File: src/rtl/seg7_pkg.sv
// Shared constants for the seven-segment controller: the hex glyph table
// (active-low, g..a order) and the polarity helper.
package seg7_pkg;

  localparam logic [6:0] SEG_BLANK = 7'b1111111;
  localparam logic [6:0] SEG_ALL   = 7'b0000000;

  localparam logic [6:0] GLYPH_ROM [16] = '{
    7'b1000000, 7'b1111001, 7'b0100100, 7'b0110000,
    7'b0011001, 7'b0010010, 7'b0000010, 7'b1111000,
    7'b0000000, 7'b0010000, 7'b0001000, 7'b0000011,
    7'b1000110, 7'b0100001, 7'b0000110, 7'b0001110
  };

  // Glyphs are stored active-low; invert for boards with active-high segments.
  function automatic logic [6:0] apply_polarity(input logic [6:0] glyph,
                                                input logic       active_low);
    return active_low ? glyph : ~glyph;
  endfunction

endpackage

File: src/rtl/seg7_display_ctrl_if.sv
// Bundle between the user datapath (master) and the display controller (slave).
interface seg7_display_ctrl_if #(
  parameter int NUM_DIGITS = 6
);
  logic                    load;
  logic [4*NUM_DIGITS-1:0] value;
  logic [NUM_DIGITS-1:0]   dp_in;
  logic [NUM_DIGITS-1:0]   blink_en;
  logic                    blank_lz;
  logic                    lamp_test;
  logic [7*NUM_DIGITS-1:0] seg_out;
  logic [NUM_DIGITS-1:0]   dp_out;
  logic                    shown;

  modport master (
    output load, value, dp_in, blink_en, blank_lz, lamp_test,
    input  seg_out, dp_out, shown
  );

  modport slave (
    input  load, value, dp_in, blink_en, blank_lz, lamp_test,
    output seg_out, dp_out, shown
  );
endinterface

File: src/rtl/seg7_display_ctrl_hex_glyph_lut.sv
// Combinational nibble-to-glyph decode; output is always active-low.
module hex_glyph_lut
  import seg7_pkg::*;
(
  input  logic [3:0] nibble,
  output logic [6:0] glyph
);

  assign glyph = GLYPH_ROM[nibble];

endmodule

File: src/rtl/seg7_display_ctrl.sv
// Registered multi-digit hex seven-segment controller: capture stage, blink
// prescaler, leading-zero blanking and a registered output stage.
module seg7_display_ctrl
  import seg7_pkg::*;
#(
  parameter int NUM_DIGITS = 6,
  parameter int BLINK_DIV  = 25000000,
  parameter bit ACTIVE_LOW = 1'b1
) (
  input logic               clk,
  input logic               rst,
  seg7_display_ctrl_if.slave bus
);

  localparam int                    CNT_W     = $clog2(BLINK_DIV);
  localparam logic [CNT_W-1:0]      CNT_MAX   = CNT_W'(BLINK_DIV - 1);
  localparam logic [6:0]            SEG_UNLIT = ACTIVE_LOW ? SEG_BLANK : ~SEG_BLANK;
  localparam logic [7*NUM_DIGITS-1:0] SEG_RESET = {NUM_DIGITS{SEG_UNLIT}};
  localparam logic [NUM_DIGITS-1:0] DP_RESET  = {NUM_DIGITS{ACTIVE_LOW}};

  logic [4*NUM_DIGITS-1:0] value_reg;
  logic [NUM_DIGITS-1:0]   dp_reg;
  logic [NUM_DIGITS-1:0]   blink_reg;
  logic                    valid_reg;

  logic [CNT_W-1:0]        cnt_reg;
  logic                    phase_reg;

  logic [7*NUM_DIGITS-1:0] seg_reg;
  logic [7*NUM_DIGITS-1:0] seg_next;
  logic [NUM_DIGITS-1:0]   dp_out_reg;
  logic [NUM_DIGITS-1:0]   dp_next;
  logic                    shown_reg;

  // zero_hi[k]: nibbles k..NUM_DIGITS-1 are all zero
  logic [NUM_DIGITS:1]     zero_hi;

  always_ff @(posedge clk or posedge rst) begin
    if (rst) begin
      value_reg <= '0;
      dp_reg    <= '0;
      blink_reg <= '0;
      valid_reg <= 1'b0;
    end else if (bus.load) begin
      value_reg <= bus.value;
      dp_reg    <= bus.dp_in;
      blink_reg <= bus.blink_en;
      valid_reg <= 1'b1;
    end
  end

  // Free-running blink timebase; loads never restart it.
  always_ff @(posedge clk or posedge rst) begin
    if (rst) begin
      cnt_reg   <= '0;
      phase_reg <= 1'b0;
    end else if (cnt_reg == CNT_MAX) begin
      cnt_reg   <= '0;
      phase_reg <= ~phase_reg;
    end else begin
      cnt_reg   <= cnt_reg + 1'b1;
    end
  end

  assign zero_hi[NUM_DIGITS] = 1'b1;

  for (genvar gi = 0; gi < NUM_DIGITS; gi++) begin : g_digit
    logic [3:0] nibble;
    logic [6:0] glyph;
    logic [6:0] lit;
    logic       blink_off;
    logic       lz;
    logic       dp_lit;

    assign nibble = value_reg[4*gi +: 4];

    hex_glyph_lut u_lut (
      .nibble (nibble),
      .glyph  (glyph)
    );

    if (gi == 0) begin : g_lsd
      assign lz = 1'b0;
    end else begin : g_upper
      if (gi < NUM_DIGITS - 1) begin : g_chain
        assign zero_hi[gi] = (nibble == 4'h0) && zero_hi[gi+1];
      end else begin : g_top
        assign zero_hi[gi] = (nibble == 4'h0);
      end
      assign lz = bus.blank_lz && zero_hi[gi];
    end

    assign blink_off = blink_reg[gi] & phase_reg;

    // Priority: lamp test, not-yet-loaded, blink-off, leading zero, glyph.
    assign lit = bus.lamp_test                      ? SEG_ALL   :
                 (!valid_reg || blink_off || lz)    ? SEG_BLANK : glyph;
    assign dp_lit = bus.lamp_test | (valid_reg & ~blink_off & dp_reg[gi]);

    assign seg_next[7*gi +: 7] = apply_polarity(lit, ACTIVE_LOW);
    assign dp_next[gi]         = ACTIVE_LOW ? ~dp_lit : dp_lit;
  end

  always_ff @(posedge clk or posedge rst) begin
    if (rst) begin
      seg_reg    <= SEG_RESET;
      dp_out_reg <= DP_RESET;
      shown_reg  <= 1'b0;
    end else begin
      seg_reg    <= seg_next;
      dp_out_reg <= dp_next;
      shown_reg  <= shown_reg | valid_reg;
    end
  end

  assign bus.seg_out = seg_reg;
  assign bus.dp_out  = dp_out_reg;
  assign bus.shown   = shown_reg;

endmodule

File: src/flat_wrapper.sv
// flat-port wrapper written by rule: the top's interface ports become plain ports
module seg7_display_ctrl_flat import seg7_pkg::*;
#(
  parameter int NUM_DIGITS = 6,
  parameter int BLINK_DIV  = 25000000,
  parameter bit ACTIVE_LOW = 1'b1
)
  (clk, rst, bus_load, bus_value, bus_dp_in, bus_blink_en, bus_blank_lz, bus_lamp_test, bus_seg_out, bus_dp_out, bus_shown);
  seg7_display_ctrl_if #(.NUM_DIGITS(NUM_DIGITS)) bus_i ();
  input logic clk;
  input logic rst;
  input wire logic [$bits(bus_i.load)-1:0] bus_load;
  input wire logic [$bits(bus_i.value)-1:0] bus_value;
  input wire logic [$bits(bus_i.dp_in)-1:0] bus_dp_in;
  input wire logic [$bits(bus_i.blink_en)-1:0] bus_blink_en;
  input wire logic [$bits(bus_i.blank_lz)-1:0] bus_blank_lz;
  input wire logic [$bits(bus_i.lamp_test)-1:0] bus_lamp_test;
  output wire logic [$bits(bus_i.seg_out)-1:0] bus_seg_out;
  output wire logic [$bits(bus_i.dp_out)-1:0] bus_dp_out;
  output wire logic [$bits(bus_i.shown)-1:0] bus_shown;
  assign bus_i.load = bus_load;
  assign bus_i.value = bus_value;
  assign bus_i.dp_in = bus_dp_in;
  assign bus_i.blink_en = bus_blink_en;
  assign bus_i.blank_lz = bus_blank_lz;
  assign bus_i.lamp_test = bus_lamp_test;
  assign bus_seg_out = bus_i.seg_out;
  assign bus_dp_out = bus_i.dp_out;
  assign bus_shown = bus_i.shown;
  seg7_display_ctrl #(.NUM_DIGITS(NUM_DIGITS), .BLINK_DIV(BLINK_DIV), .ACTIVE_LOW(ACTIVE_LOW)) u_core (.clk(clk), .rst(rst), .bus(bus_i));
endmodule
File: config.mk
export PLATFORM = sky130hd
export DESIGN_NAME = seg7_display_ctrl_flat
export DESIGN_NICKNAME = d
export VERILOG_FILES = /design/src/rtl/seg7_pkg.sv /design/src/rtl/seg7_display_ctrl_if.sv /design/src/rtl/seg7_display_ctrl_hex_glyph_lut.sv /design/src/rtl/seg7_display_ctrl.sv /design/src/flat_wrapper.sv
export SDC_FILE = /design/constraint.sdc
export NUM_CORES = 1
export LEC_CHECK = 0
export ABC_AREA = 0
export CAP_MARGIN = 10
export CORE_MARGIN = 8
export CORE_UTILIZATION = 29
export CTS_BUF_LIST = sky130_fd_sc_hd__clkbuf_8
export CTS_CLUSTER_SIZE = 12
export DETAILED_ROUTE_END_ITERATION = 8
export GPL_ROUTABILITY_DRIVEN = 0
export HOLD_SLACK_MARGIN = 0.1
export PLACE_DENSITY_LB_ADDON = 0.25
export SLEW_MARGIN = 10
export SYNTH_ARGS = -nofsm -noshare
export SYNTH_HDL_FRONTEND = slang
export SYNTH_SLANG_ARGS = --single-unit
File: constraint.sdc
create_clock -name clk -period 9.3 [get_ports clk]
set_clock_uncertainty 0.2 [all_clocks]
set_input_delay 0.93 -clock clk [delete_from_list [all_inputs] [get_ports clk]]
set_output_delay 0.93 -clock clk [all_outputs]
set_load 0.02 [all_outputs]
==> flow_summary.toml <==
[route]
detail_route.wl_per_cell_um = 15.3
drt_first_pass_iters = 4
drt.antenna.violating_nets = 0
wl_mm = 13.8
remaining_drc_errors = 0
drt_first_iter_violations = 265
vias = 4286
viasPerCell = 4.76

[clock_tree]
clk_path_buf_depth = 2
cts_hold_buf = 0
htree_levels = 3
cts_tree = "built"
clk_pin_slew_ns = 0.10
post_cts_resized = 0
cts_made_buffers = 9
cts_root_buffer = "clkbuf_8"
insertion_delay_ns = 0.38
clock-sinks = 112
cts_setup_buffers = 0

[synthesis]
synth_cell_types = 47
syn_nets = 634
yosysWarningCount = 0
synth_ff_type = "dfrtp_1"
synth_top_area_share_pct = 28.3
ys_seq_elements = 112
netlist_instances = 561
synth_area_um2 = 5660
avgSynthCellArea_um2 = 10.1
synthTopCellsByArea = "dfrtp_1 (28%), dfstp_2 (22%), ha_1 (7.1%)"
synth_largest_area_cell = "dfrtp_1"
synth_edf_count = 0
ys_seq_area_share_pct = 50.6
async_flop_share_pct = 100

[power_and_ir_drop]
p_leak_nw = 2.87
p_sw_w = 0.000308
clkPwrFrac_pct = 26.0
p_seq_share_pct = 54.3
powerDensity_nw_per_um2 = 152
p_int_w = 0.000748
power_frac_comb_pct = 19.6
ir_worst_vdd_uv = 69.9
p_sw_share_pct = 29.1

[finish]
num-nets-final = 704
largest_register_ff_count = 42
n_antenna_cell = 0
final_area_um2 = 6940
final_cell_mix = "clkdlybuf4s50_1 (87), dfrtp_1 (64), nand2_1 (61)"
mostFrequentLayoutCell = "clkdlybuf4s50_1"
areaGrowthSynthToFinish_pct = 22.6
drive_gt1_share_pct = 16.4

[setup_path]
worstPathMaxFanout = 1
critPathMaxStageDelay_ns = 0.62
crit_slowest_cell = "clkdlybuf4s50_1"
arrival_ns = 1.55
r2r_cells = 6
crit_family = "buffers and inverters"
path_class = "reg2out"
cp-start-kind = "register"
crit_buf_inv = 1
critPathCaptureType = "output pin"
reg2reg_to = "u_core.bus.seg_out[12]"
critPathRequiredTime_ns = 8.17
r2r-start = "u_core.value_reg[20]"
r2r_slack_ns = 6.96
crit_chain = "clkdlybuf4s50_1"

[outcome]
status = "completed"

[die]
die_y_um = 156
ios = 90
die_w_um = 156
floorplan.rows = 51
dieArea_um2 = 24200
core-area_um2 = 19300
start_util_pct = 29.3

[global_route]
use_met2_pct = 18.4
grt_use_met1_pct = 15.2
grt_max_degree = 75
grt_pass1_wl_mm = 22.9
grt_pass1_vias = 4409
top_usage_layer = "met2"
antenna_found_initial = 0
met3_usage_pct = 3.99
gr-total-overflow = 0
grt_usage_pct = 11.7

[sta]
period_share_pct = 28.8
setup_tns_ns = 0
slew-limit-headroom_pct = 29.3
fmax_mhz = 373
hold_viol = 0
max_slew.worst_pin.slew_ns = 1.06
finalCriticalPeriod_ns = 2.68
maxSlewViolCount = 0
setup_viol = 0
rsz0062_at_grt = "no"

[placed_design]
hpwl_mm = 9.87
portBuffers = 89
place_area_um2 = 6760

[job]
max_cap_violations = 0

[hold_path]
holdCritPathClass = "reg2reg"
holdPathStages = 1
hold_path_end = "u_core.bus.dp_out[0]"
hold_path.startpoint = "u_core.dp_reg[0]"
-- power groups by stage --
stage / sequential (W) / combinational [W] / clock [W]
detailed placement: 0.000582 / 0.000209 / 0
global route: 0.000581 / 0.000229 / 0.000312
CTS: 0.000575 / 0.000211 / 0.000288
finish: 0.000574 / 0.000207 / 0.000275
floorplan: 0.000590 / 0.000113 / 0
global placement: 0.000582 / 0.000206 / 0
-- worst reg2reg max path, stage by stage (launching register included) --
cell and delay, ns:
dfrtp_1 0.44, inv_1 0.16, ha_1 0.24, nor4bb_2 0.37
and4_1 0.38, a31oi_1 0.25, a21oi_1 0.22
-- stage by stage --
stage                     total power (W)  utilization [%]  setup slack, ns  instances  hold slack, ns
after floorplan                  0.000702                -             5.29        561           0.181
after global placement           0.000788             35.0             6.42        885           0.197
after detailed placement         0.000792             35.0             6.37        885           0.204
after CTS                         0.00107             35.9             6.58        900           0.218
after global routing              0.00112             35.9             6.55        900           0.228
final                             0.00106             35.9             6.62        900           0.216
-- logic make-up (layout without fill, tap and decap cells) --
group	Yosys count	in the layout	share of synthesized area, %
compound gates	145	145	13.9
simple gates	160	160	14.4
flops	112	112	50.6
mux	36	36	7.36
fa+ha+maj	32	32	7.07
buf+inv	59	133	4.00
xor+xnor	17	17	2.63
-- final cells by class --
| class | count | area [um2] |
|---|---|---|
| flip-flops and latches | 112 | 2860 |
| clock buffers | 11 | 151 |
| inverters | 28 | 108 |
| repair buffers | 90 | 888 |
| multi-input cells | 390 | 2570 |
| well taps | 265 | 332 |
| fillers | 1953 | 12400 |
| clock inverters | 4 | 28.8 |
-- cell usage after synthesis, types with 2 or more instances --
master	instances
o211ai_1	2
nand4_1	11
and2_1	2
a21oi_1	55
xnor2_1	10
a22oi_1	2
or2_2	3
nor3_2	2
and3_1	5
a31oi_1	15
and4bb_2	2
nand3b_1	5
mux2i_1	9
mux4_2	2
o21ai_0	58
dfrtp_1	64
nand3_1	14
ha_1	32
clkbuf_1	28
a211oi_1	2
dfstp_2	48
nor4_1	3
nor3_1	4
nor3b_1	3
nand2b_1	8
mux2_2	25
nand2_1	61
a21o_1	4
xor2_1	7
and4_1	3
inv_1	28
a32oi_1	2
nor2_1	28
-- routing by layer --
metal | wire length [um] | share of wire [%]
met1 | 6570 | 48
met2 | 6350 | 46
met3 | 752 | 5.4
met4 | 124 | 0.90
met5 | 0 | 0
-- worst max path at each step --
stage	from	end	slack, ns	cells after the start
floorplan	rst	u_core.blink_reg[0]	5.29	1
global placement	rst	u_core.value_reg[15]	6.42	3
detailed placement	rst	u_core.blink_reg[2]	6.37	3
CTS	u_core.bus.dp_out[3]	bus_dp_out[3]	6.58	1
global route	u_core.bus.dp_out[3]	bus_dp_out[3]	6.55	1
finish	u_core.bus.dp_out[3]	bus_dp_out[3]	6.62	1
(Power assumes the default switching activity.)
==> patch 1: new RTL, same flow settings <==
`BLINK_DIV` is set to 25000000 in 2 places; all go to 50000000.
--- a/src/rtl/seg7_display_ctrl.sv
+++ b/src/rtl/seg7_display_ctrl.sv
@@ -5,5 +5,5 @@
 #(
   parameter int NUM_DIGITS = 6,
-  parameter int BLINK_DIV  = 25000000,
+  parameter int BLINK_DIV  = 50000000,
   parameter bit ACTIVE_LOW = 1'b1
 ) (
--- a/src/flat_wrapper.sv
+++ b/src/flat_wrapper.sv
@@ -3,5 +3,5 @@
 #(
   parameter int NUM_DIGITS = 6,
-  parameter int BLINK_DIV  = 25000000,
+  parameter int BLINK_DIV  = 50000000,
   parameter bit ACTIVE_LOW = 1'b1
 )
Behaviour: no difference found for any inputs over 10 cycles, from zero or initial values and one cycle with rst high; that may be too few to reach the edited logic, so the function may still have changed.
==> patch 1 against the original RTL <==
Die area rose by 0.77%. Sequential cell count rose by 1. Synthesized area rose by 0.86%. Wire length rose by 0.48%. Worst setup slack got worse by 71 ps. Design area rose by 3.5%. Power rose by 17%. Critical path depth did not move. Via count rose by 2.3%. Hold slack improved by 14 ps. Cell count rose by 2.7%. Utilization rose by 1.1 points.
==> patch 1: results (changes against the original RTL) <==
Outcome
  • Outcome: complete, no violations

Place
  • Pre-CTS setup slack: 6280 ps (-83.3 ps)
  • Post-detail-place hpwl: 9.84 mm (-0.32%)
  • Area post-placement: 6790 um2 (+0.48%)

Drt
  • DR WL met3: 692 um (-8.0%)
  • DRT met1 WL: 6.54 mm (-0.41%)
  • Via count: 4,386 (+2.3%)
  • Routed vias/inst: 4.75 (-0.32%)
  • Initial drt markers: 220 (-17%)

Synth
  • Synth cell count leaders: 69 x nand2_1, 65 x dfrtp_1, 60 x a21oi_1, 56 x o21ai_0, 48 x dfstp_2
  • Synthesized cell area: 5710 um2 (+0.86%)
  • Mux share of post-synthesis cell area: 6.20% (-1.2 points)
  • Mapped Cells: 570 (+1.6%)
  • Syn_nets: 643 (+1.4%)
  • Sequential area share after synthesis: 50.6% (about the same)
  • Largest cells by area after synthesis: dfrtp_1 28%, dfstp_2 22%, ha_1 7.0%
  • Xor and xnor area share after synthesis: 2.45% (-0.18 points)
  • Yosys cell types: 44 (-6.4%)

Critical path
  • WP data arrival: 1620 ps (+70 ps)
  • Slowest stage delay, CP: 670 ps (+50 ps)

Final layout
  • Fillers: 1,944 (-0.46%)
  • Multi-input logic area: 2570 um2 (+0.15%)
  • Nets@finish: 719 (+2.1%)
  • Non-CTS inverters: 29 (+3.6%)
  • Seq area share: 40.2% (-1.0 points)
  • Share of cells above drive strength 1: 17.1% (+0.77 points)
  • Non-clock buffering overhead: 12.4% (-0.43 points)
  • Final clock-cell share: 5.43% (+2.8 points)
  • Clock buffers: 18 (+7)
  • Post-route cell area: 7180 um2 (+3.5%)

Timing
  • Worst-Margin Slew: 1040 ps (-24.0 ps)

Global route
  • GR Util met2: 18.7% (+0.25 points)
  • Met3 usage: 4.16% (+0.18 points)
  • First-pass GRT wire length: 22.8 mm (-0.33%)
  • Total track usage: 12.0% (+0.31 points)
  • Largest net degree at the start of global routing: 65 (-13%)
  • M1 GR Usage: 15.0% (-0.24 points)

Pwr
  • Pleak: 2.93 nW (+2.1%)

Clock network
  • Clock Pin Slew Worst Setup and Hold Paths: 70 ps (-30 ps)
  • Clk Latency, worst-skew pair: 440 ps (+60 ps)
  • Max H-tree Level: 4 (+1)
  • Clk sink count: 113 (+0.89%)
patch 1: power by group:
| group | internal (W) | switching (W) |
|---|---|---|
| Sequential | 0.000541 | 0.0000367 |
| Combinational | 0.0000989 | 0.000105 |
| Clock | 0.000243 | 0.000211 |
patch 1: worst paths after layout:
path | start | end | slack (ps) | cells past startpoint
worst max-delay path | u_core.bus.seg_out[20] | bus_seg_out[20] | 6550 | 1
worst min-delay path | u_core.dp_reg[4] | u_core.bus.dp_out[4] | 230 | 1
worst max register to register | u_core.cnt_reg[0] | u_core.phase_reg | 6910 | 5
worst min register to register | u_core.dp_reg[4] | u_core.bus.dp_out[4] | 230 | 1
max in group asynchronous | rst | u_core.value_reg[3] | 6990 | 3
min in group asynchronous | rst | u_core.bus.shown | 800 | 2
patch 1: worst register-to-register path, cell delays in order (launching register included):
cell and delay [ps]:
dfrtp_1 390, ha_1 210, and4_1 370, nand2_1 160, nor4_4 760, xor2_1 140
==> patch 2: new RTL, same flow settings <==
Made on the original files. Make the reset (`rst`) synchronous in 3 clocked blocks.
--- a/src/rtl/seg7_display_ctrl.sv
+++ b/src/rtl/seg7_display_ctrl.sv
@@ -36,5 +36,5 @@
   logic [NUM_DIGITS:1]     zero_hi;
 
-  always_ff @(posedge clk or posedge rst) begin
+  always_ff @(posedge clk) begin
     if (rst) begin
       value_reg <= '0;
@@ -51,5 +51,5 @@
 
   // Free-running blink timebase; loads never restart it.
-  always_ff @(posedge clk or posedge rst) begin
+  always_ff @(posedge clk) begin
     if (rst) begin
       cnt_reg   <= '0;
@@ -102,5 +102,5 @@
   end
 
-  always_ff @(posedge clk or posedge rst) begin
+  always_ff @(posedge clk) begin
     if (rst) begin
       seg_reg    <= SEG_RESET;
Formal check against the unedited RTL: differs if rst is asserted again (counterexample within 4 cycles, from zero or initial values and one cycle with rst high); with rst held inactive, the same outputs for 10 cycles.
==> patch 2 against the original RTL <==
Design area decreased by 3.6%. Clock power rose by 16%. Sequential cell count is the same. Power fell by 3.0%. Synthesized area is 3.8% lower. Die area fell by 3.5%. Worst setup slack worse by 21 ps. Wire length shrank 2.2%. Critical path type is now in -> reg.
==> patch 2: results (changes against the original RTL) <==
Outcome
  • Outcome: complete, no violations

Clock network
  • Clock tree buffer depth: 2 (unchanged)
  • Clk Latency, worst-skew pair: 390 ps
  • Max H-tree Level: 3 (unchanged)
  • Post_cts resized: 0 (unchanged)
  • Root buffer cell: clkbuf_8
  • Post CTS Setup Buffer Count: 0 (unchanged)
  • Total CTS buffers: 9 (unchanged)
  • Clock Pin Slew Worst Setup and Hold Paths: 100 ps (about the same)

Place
  • Placed Cells: 900 (+1.7%)
  • Post-detail-place hpwl: 9.63 mm (-2.4%)
  • # port buffers: 89 (unchanged)
  • Area post-placement: 6480 um2 (-4.1%)

Timing
  • Worst-Margin Slew: 912 ps (-148 ps)
  • TNS Setup: 0 ps (unchanged)
  • Final Hold Fails: 0 (unchanged)

Drt
  • Via count: 4,466 (+4.2%)
  • First-pass detailed-route iteration total: 4 (unchanged)
  • Initial drt markers: 195 (-26%)
  • Routed len/inst: 14.8 um (-3.7%)
  • Total Wirelength: 13.5 mm (-2.2%)

Pwr
  • Switching portion of total power: 27.0% (-2.1 points)
  • Max VDD drop: 0.0000777 V (+11%)
  • Pleak: 2.59 nW (-9.9%)

Final layout
  • Max FFs per register: 42 (unchanged)
  • Util after Layout: 36.0% (+0.12 points)
  • Diode count: 0 (unchanged)
  • Nets@finish: 750 (+6.5%)
  • Fillers: 1,857 (-4.9%)
  • Share of cells above drive strength 1: 7.21% (-9.2 points)

Synth
  • Async set-reset flop share out of synthesis: 0% (-100 points)
  • Synth Flop Type: dfxtp_1
  • Yosys cell types: 52 (+11%)
  • Synth cell count leaders: 112 x dfxtp_1, 72 x nor2_1, 42 x mux2i_1, 39 x a21oi_1, 37 x clkbuf_1
  • Mapped Cells: 613 (+9.3%)
  • Sequential area share after synthesis: 41.2% (-9.4 points)
  • Syn_nets: 686 (+8.2%)
  • Synth Warn #: 0 (unchanged)
  • Largest cells by area after synthesis: dfxtp_1 41%, mux2i_1 7.7%, ha_1 7.4%

Global route
  • First-pass GRT wire length: 22.5 mm (-1.7%)
  • M1 GR Usage: 14.4% (-0.80 points)
  • Largest net degree at the start of global routing: 78 (+4.0%)
  • Vias in the first global route: 4,424 (+0.34%)
  • Total track usage: 11.7% (about the same)
  • Met3 usage: 3.78% (-0.21 points)
  • Antenna violations before repair: 0 (unchanged)
  • GR Util met2: 19.2% (+0.75 points)

Critical path
  • WP data arrival: 2810 ps (+1260 ps)
  • Critical Path Fanout Max: 7 (+6)

Hold path
  • Hold Path Class: reg -> reg
patch 2: layer usage:
| metal | part of all wire [%] | wire length, um | vias up |
|---|---|---|---|
| met5 | 0 | 0 | - |
| met4 | 0.90 | 121 | 0 |
| met3 | 5.3 | 722 | 11 |
| met2 | 46 | 6190 | 93 |
| met1 | 48 | 6460 | 2081 |
| li1 | - | - | 2281 |
patch 2: layout make-up:
type                       instances  share of cell area [%]
inverter                          26                    1.46
tap                              234                    4.37
multi-input combinational        436                    44.1
clock inverter                     4                    1.05
timing repair buffer              92                    13.5
clock buffer                      10                    2.06
sequential                       112                    33.5
patch 2: worst max-delay path: stages:
cell	delay, ps
clkdlybuf4s50_1	470
nand4bb_1	240
nor4_1	590
a31oi_1	350
a21oi_1	230
patch 2: power by group through the flow:
stage	clock [W]	combinational (W)	sequential, W
global route	0.000351	0.000192	0.000537
floorplan	0	0.0000913	0.000551
CTS	0.000335	0.000177	0.000532
global placement	0	0.000172	0.000543
finish	0.000318	0.000174	0.000532
detailed placement	0	0.000176	0.000543
patch 2: cell families (layout without fill, tap and decap cells):
group | Yosys count | in the layout | synth area share, %
AOI/OAI and AO/OA | 145 | 145 | 17.4
xor gates and xnor gates | 11 | 11 | 1.77
adders and majority gates | 32 | 32 | 7.36
buffers and inverters | 65 | 132 | 4.62
DFF | 112 | 112 | 41.2
muxes | 48 | 48 | 8.97
and+or+nand+nor | 200 | 200 | 18.7
patch 2: path summary, 6_finish.rpt:
path,start,endpoint,slack [ps],cells after the start
worst max-delay path,bus_blank_lz,u_core.bus.seg_out[10],6600,5
worst min-delay path,u_core.bus.shown,u_core.bus.shown,270,2
worst max register to register,u_core.value_reg[16],u_core.bus.seg_out[10],6630,6
worst min register to register,u_core.bus.shown,u_core.bus.shown,270,2
patch 2: metrics by stage:
stage	setup slack, ps	power (W)
final	6600	0.00102
after global routing	6360	0.00108
after CTS	6640	0.00104
after detailed placement	6230	0.000719
after global placement	6310	0.000715
after floorplan	6900	0.000643
